===== src/rtl/sha256_msg_padder.sv =====
// SHA-256 message padder: packs a byte stream into 512-bit blocks,
// pads and length-tags the tail, and sequences the compression core.
module sha256_msg_padder (
   input  logic         clk,
   input  logic         reset,
   input  logic         in_valid,
   output logic         in_ready,
   input  logic [7:0]   in_data,
   input  logic         in_last,
   input  logic         start_empty,
   output logic [511:0] block_out,
   output logic [255:0] chain_out,
   output logic         core_start,
   input  logic         core_done,
   input  logic [255:0] core_result,
   output logic [255:0] digest,
   output logic         digest_valid,
   output logic         busy
);

   localparam logic [255:0] IV =
      256'h6A09E667BB67AE853C6EF372A54FF53A510E527F9B05688C1F83D9AB5BE0CD19;

   typedef enum logic [2:0] {
      S_IDLE,
      S_FILL,
      S_PAD80,
      S_ZERO,
      S_HASH,
      S_WAIT_LOW
   } state_t;

   state_t           state_q, state_d;
   state_t           ret_q, ret_d;
   logic [5:0]       ptr_q, ptr_d;
   logic [63:0]      len_q, len_d;
   logic [0:63][7:0] buf_q, buf_d;
   logic [255:0]     chain_q, chain_d;
   logic [255:0]     dig_q, dig_d;
   logic             fin_q, fin_d;
   logic             dv_q, dv_d;
   logic             rdy_q, rdy_d;
   logic             acc;

   assign acc          = in_valid && rdy_q;
   assign in_ready     = rdy_q;
   assign core_start   = (state_q == S_HASH);
   assign busy         = (state_q != S_IDLE);
   assign block_out    = buf_q;
   assign chain_out    = chain_q;
   assign digest       = dig_q;
   assign digest_valid = dv_q;

   // Next-state logic: byte capture, padding, core handshake.
   always_comb begin
      state_d = state_q;
      ret_d   = ret_q;
      ptr_d   = ptr_q;
      len_d   = len_q;
      buf_d   = buf_q;
      chain_d = chain_q;
      dig_d   = dig_q;
      fin_d   = fin_q;
      dv_d    = 1'b0;
      unique case (state_q)
         S_IDLE: begin
            if (acc) begin
               buf_d[0] = in_data;
               ptr_d    = 6'd1;
               len_d    = 64'd8;
               state_d  = in_last ? S_PAD80 : S_FILL;
            end else if (start_empty) begin
               ptr_d   = 6'd0;
               len_d   = 64'd0;
               state_d = S_PAD80;
            end
         end
         S_FILL: begin
            if (acc) begin
               buf_d[ptr_q] = in_data;
               ptr_d        = ptr_q + 6'd1;
               len_d        = len_q + 64'd8;
               if (ptr_q == 6'd63) begin
                  state_d = S_HASH;
                  ret_d   = in_last ? S_PAD80 : S_FILL;
               end else if (in_last) begin
                  state_d = S_PAD80;
               end
            end
         end
         S_PAD80: begin
            buf_d[ptr_q] = 8'h80;
            ptr_d        = ptr_q + 6'd1;
            if (ptr_q == 6'd63) begin
               state_d = S_HASH;
               ret_d   = S_ZERO;
            end else begin
               state_d = S_ZERO;
            end
         end
         S_ZERO: begin
            if (ptr_q == 6'd56) begin
               for (int i = 0; i < 8; i++)
                  buf_d[56+i] = len_q[63-8*i -: 8];
               fin_d   = 1'b1;
               ptr_d   = 6'd0;
               state_d = S_HASH;
            end else begin
               buf_d[ptr_q] = 8'h00;
               ptr_d        = ptr_q + 6'd1;
               if (ptr_q == 6'd63) begin
                  state_d = S_HASH;
                  ret_d   = S_ZERO;
               end
            end
         end
         S_HASH: begin
            if (core_done) begin
               chain_d = core_result;
               if (fin_q) begin
                  dig_d = core_result;
                  dv_d  = 1'b1;
               end
               state_d = S_WAIT_LOW;
            end
         end
         S_WAIT_LOW: begin
            if (!core_done) begin
               buf_d = '0;
               if (fin_q) begin
                  chain_d = IV;
                  fin_d   = 1'b0;
                  state_d = S_IDLE;
               end else begin
                  state_d = ret_q;
               end
            end
         end
         default: state_d = S_IDLE;
      endcase
      rdy_d = (state_d == S_IDLE) || (state_d == S_FILL);
   end

   // State and datapath registers; reset discards any partial message.
   always_ff @(posedge clk or negedge reset) begin
      if (!reset) begin
         state_q <= S_IDLE;
         ret_q   <= S_IDLE;
         ptr_q   <= 6'd0;
         len_q   <= 64'd0;
         buf_q   <= '0;
         chain_q <= IV;
         dig_q   <= '0;
         fin_q   <= 1'b0;
         dv_q    <= 1'b0;
         rdy_q   <= 1'b1;
      end else begin
         state_q <= state_d;
         ret_q   <= ret_d;
         ptr_q   <= ptr_d;
         len_q   <= len_d;
         buf_q   <= buf_d;
         chain_q <= chain_d;
         dig_q   <= dig_d;
         fin_q   <= fin_d;
         dv_q    <= dv_d;
         rdy_q   <= rdy_d;
      end
   end

endmodule

===== config.mk =====
export PLATFORM = sky130hd
export DESIGN_NAME = sha256_msg_padder
export DESIGN_NICKNAME = d
export VERILOG_FILES = /design/src/rtl/sha256_msg_padder.sv
export SDC_FILE = /design/constraint.sdc
export NUM_CORES = 2
export LEC_CHECK = 0
export ABC_AREA = 0
export CAP_MARGIN = 20
export CORE_AREA = 5 5 502 504
export DETAILED_ROUTE_END_ITERATION = 12
export DIE_AREA = 0 0 507 509
export DONT_BUFFER_PORTS = 1
export HOLD_SLACK_MARGIN = 0.02
export SLEW_MARGIN = 10
export SYNTH_ARGS = -nofsm -noshare
export SYNTH_HDL_FRONTEND = slang
export SYNTH_SLANG_ARGS = --single-unit

===== constraint.sdc =====
create_clock -name clk -period 2.9 [get_ports clk]
set_input_delay 0.29 -clock clk [delete_from_list [all_inputs] [get_ports clk]]
set_output_delay 0.29 -clock clk [all_outputs]
set_load 0.02 [all_outputs]

==> flow_metrics.py <==
metrics = {
    "sta": {
        "finalHoldViolations": 448,
        "whs_ns": -0.773,
        "rsz0062_at_grt": "no",
        "tightest_slew_ns": 1.05,
        "max-slew-margin-rel_pct": 29.8,
        "setup_viol": 0,
        "fin_crit_sh_pct": 91.0,
        "fin_crit_ns": 2.64,
        "skew_ns": 0.0335,
        "setup_tns_ns": 0,
        "fmax_ghz": 0.379,
        "slew_violations": 0,
    },
    "global_routing": {
        "grt_max_degree": 174,
        "grt_remaining_overflow": 0,
        "grt_pass1_vias": 37100,
        "grt_pass1_wl_um": 315000,
        "grt_usage_pct": 17.2,
        "antenna_found_initial": 56,
    },
    "synth": {
        "synth_edf_count": 0,
        "ys_types": 71,
        "ys.flop_type": "dfrtp_1",
        "ys_ff_latch": 1099,
        "avgSynthCellArea_um2": 9.75,
        "yosys_warnings": 0,
        "synth_nets": 4876,
        "syn_area_um2": 44900,
        "synthCells": 4603,
        "ys_seq_area_share_pct": 61.7,
        "ys_async_sr_fraction_pct": 100,
    },
    "cts": {
        "cts_setup_buffers": 0,
        "cts.repair.resized": 0,
        "clk_path_buf_depth": 3,
        "clk_latency_ns": 0.78,
        "cts_max_level": 4,
        "numCtsBuffers": 131,
        "cts_tree": "built",
        "ctsHoldBuffers": 270,
        "cts_root_buffer": "clkbuf_16",
        "cts_sinks": 1099,
        "clk_pin_slew_ns": 0.05,
    },
    "layout": {
        "drive_gt1_share_pct": 12.0,
        "areaGrowthSynthToFinish_pct": 26.8,
        "fin_util_pct": 23.0,
        "fin_area_um2": 56900,
        "fin_nets": 5129,
    },
    "routing": {
        "ant_nets": 0,
        "viasPerCell": 4.61,
        "drt_wl_total_um": 233000,
        "initialDrtViolationCount": 3954,
        "vias": 38000,
        "first_pass_iters": 6,
        "post-route-drc-count": 0,
        "wl_per_cell_um": 28.3,
    },
    "outcome": {
        "failed_checks": "hold timing",
        "status": "finished with violations",
    },
    "pwr": {
        "p_per_area_nw_per_um2": 878,
        "ir_drop_mv": 0.500,
        "power_uw": 50000,
        "cellLeakagePower_uw": 0.0266,
    },
    "setup_path": {
        "max_stage_delay_ns": 0.59,
        "cp_max_fo": 18,
        "crit_arrival_ns": 3.30,
        "reg2reg_setup_slack_ns": 0.26,
        "critPathTopFamily": "buffers and inverters",
        "critPathLaunchType": "flop",
        "required_ns": 3.56,
        "slowest_stage": "dlygate4sd3_1",
        "endpoint_kind": "flop",
        "criticalPathCategory": "reg -> reg",
        "crit_chain": "buf_4 > or3_1 > o31ai_1 > nand3_1 > dlygate4sd3_1 > a31oi_1",
        "cp_num_buf_inv": 2,
    },
    "worst_hold_path": {
        "hold_path.class": "in -> async",
    },
    "floorplanning": {
        "die_w_um": 507,
        "core_um2": 247000,
        "start_util_pct": 18.1,
        "placementRows": 183,
        "die-area_um2": 258000,
        "dieHeight_um": 509,
        "ios": 1298,
    },
    "place": {
        "place_area_um2": 49700,
        "dpl.hpwl_um": 178000,
        "port_buffers": 0,
        "place_congestion": 0.947,
    },
    "run": {
        "drv_cap": 0,
    },
}
-- sequential cells by signal, summed over array words and instances (netlist names) --
register	count
state_q	3
len_q	61
chain_out	256
digest	256
ptr_q	6
fin_q	1
in_ready	1
digest_valid	1
ret_q	2
block_out	512
-- per-stage QoR --
| stage | setup slack [ns] | instances | hold slack [ns] |
|---|---|---|---|
| finish | 0.261 | 8237 | -0.773 |
| global route | 0.149 | 8221 | -0.872 |
| CTS | 0.221 | 8197 | -0.884 |
| detailed placement | 0.239 | 7690 | -0.00223 |
| global placement | 0.314 | 7684 | 0.0208 |
| floorplan | 0.632 | 4603 | -0.00559 |
-- report_power, final --
part           total [uW]  internal (uW)  switching, uW
sequential          24600          18200           6360
combinational        8370           2760           5610
clock               17000           9810           7230
total               50000          30800          19200
-- area by class of cell --
type | instances | area, um^2
Multi-Input combinational cell | 3137 | 15900
Antenna cell | 40 | 100
Inverter | 28 | 113
Clock inverter | 51 | 671
Clock buffer | 186 | 3730
Tap cell | 3237 | 4050
Timing Repair Buffer | 459 | 4680
Sequential cell | 1099 | 27700
Fill cell | 26600 | 190000
-- layer usage --
layer	vias up	track usage (%)	wire length, um
li1	16100	-	-
met1	19100	18.8	82400
met2	2242	28.1	109000
met3	494	6.70	25000
met4	26	10.6	16400
met5	-	0.333	247
-- synth_stat cells, types with 16 or more instances --
master / instances / area (um^2)
a21oi_1: 150 / 751
and3_1: 19 / 119
nand3_1: 334 / 1670
buf_1: 33 / 124
a2bb2oi_1: 16 / 140
o21ai_0: 396 / 1980
mux2i_1: 128 / 1280
buf_2: 33 / 165
o21ai_1: 19 / 95.1
nor2_1: 110 / 413
nor3_1: 27 / 135
dfrtp_1: 962 / 24100
clkbuf_1: 269 / 1010
inv_1: 27 / 101
a22o_1: 17 / 149
or3_1: 25 / 156
nand4_1: 25 / 156
o31ai_1: 35 / 263
o2bb2ai_1: 137 / 1200
dfstp_2: 137 / 3600
nand2_1: 1498 / 5620
-- cells by family after synthesis --
group	Yosys count	share of synthesized area, %
multiplexers	128	2.85
flip-flops	1099	61.7
XOR/XNOR	22	0.429
adder cells (fa/ha/maj)	3	0.0836
AO/OA/AOI/OAI	846	11.6
AND/OR/NAND/NOR	2138	20.2
buffers and inverters	367	3.18
-- cell usage in the layout, fill, tap and decap left out, types with 26 or more instances in the layout --
master	count
nand2_1	1491
o2bb2ai_1	137
nand3_1	333
mux2i_1	128
dfstp_2	137
a21oi_1	149
dfrtp_1	961
inv_1	27
clkbuf_1	32
diode_2	40
o21ai_0	396
clkbuf_16	132
nor3_1	26
nor2_1	106
dlygate4sd3_1	269
buf_12	35
o31ai_1	35
buf_4	149
-- worst paths after layout --
path	cells past startpoint	start	endpoint
worst max-delay path	6	ptr_q[1]	block_out[511]
min in group clk	3	start_empty	ptr_q[1]
worst max register to register	6	ptr_q[1]	block_out[511]
max in group asynchronous	3	reset	digest[173]
worst min-delay path	0	reset	block_out[221]
worst min register to register	2	chain_out[140]	chain_out[140]
No activity file was read; power rests on OpenSTA's default activity.
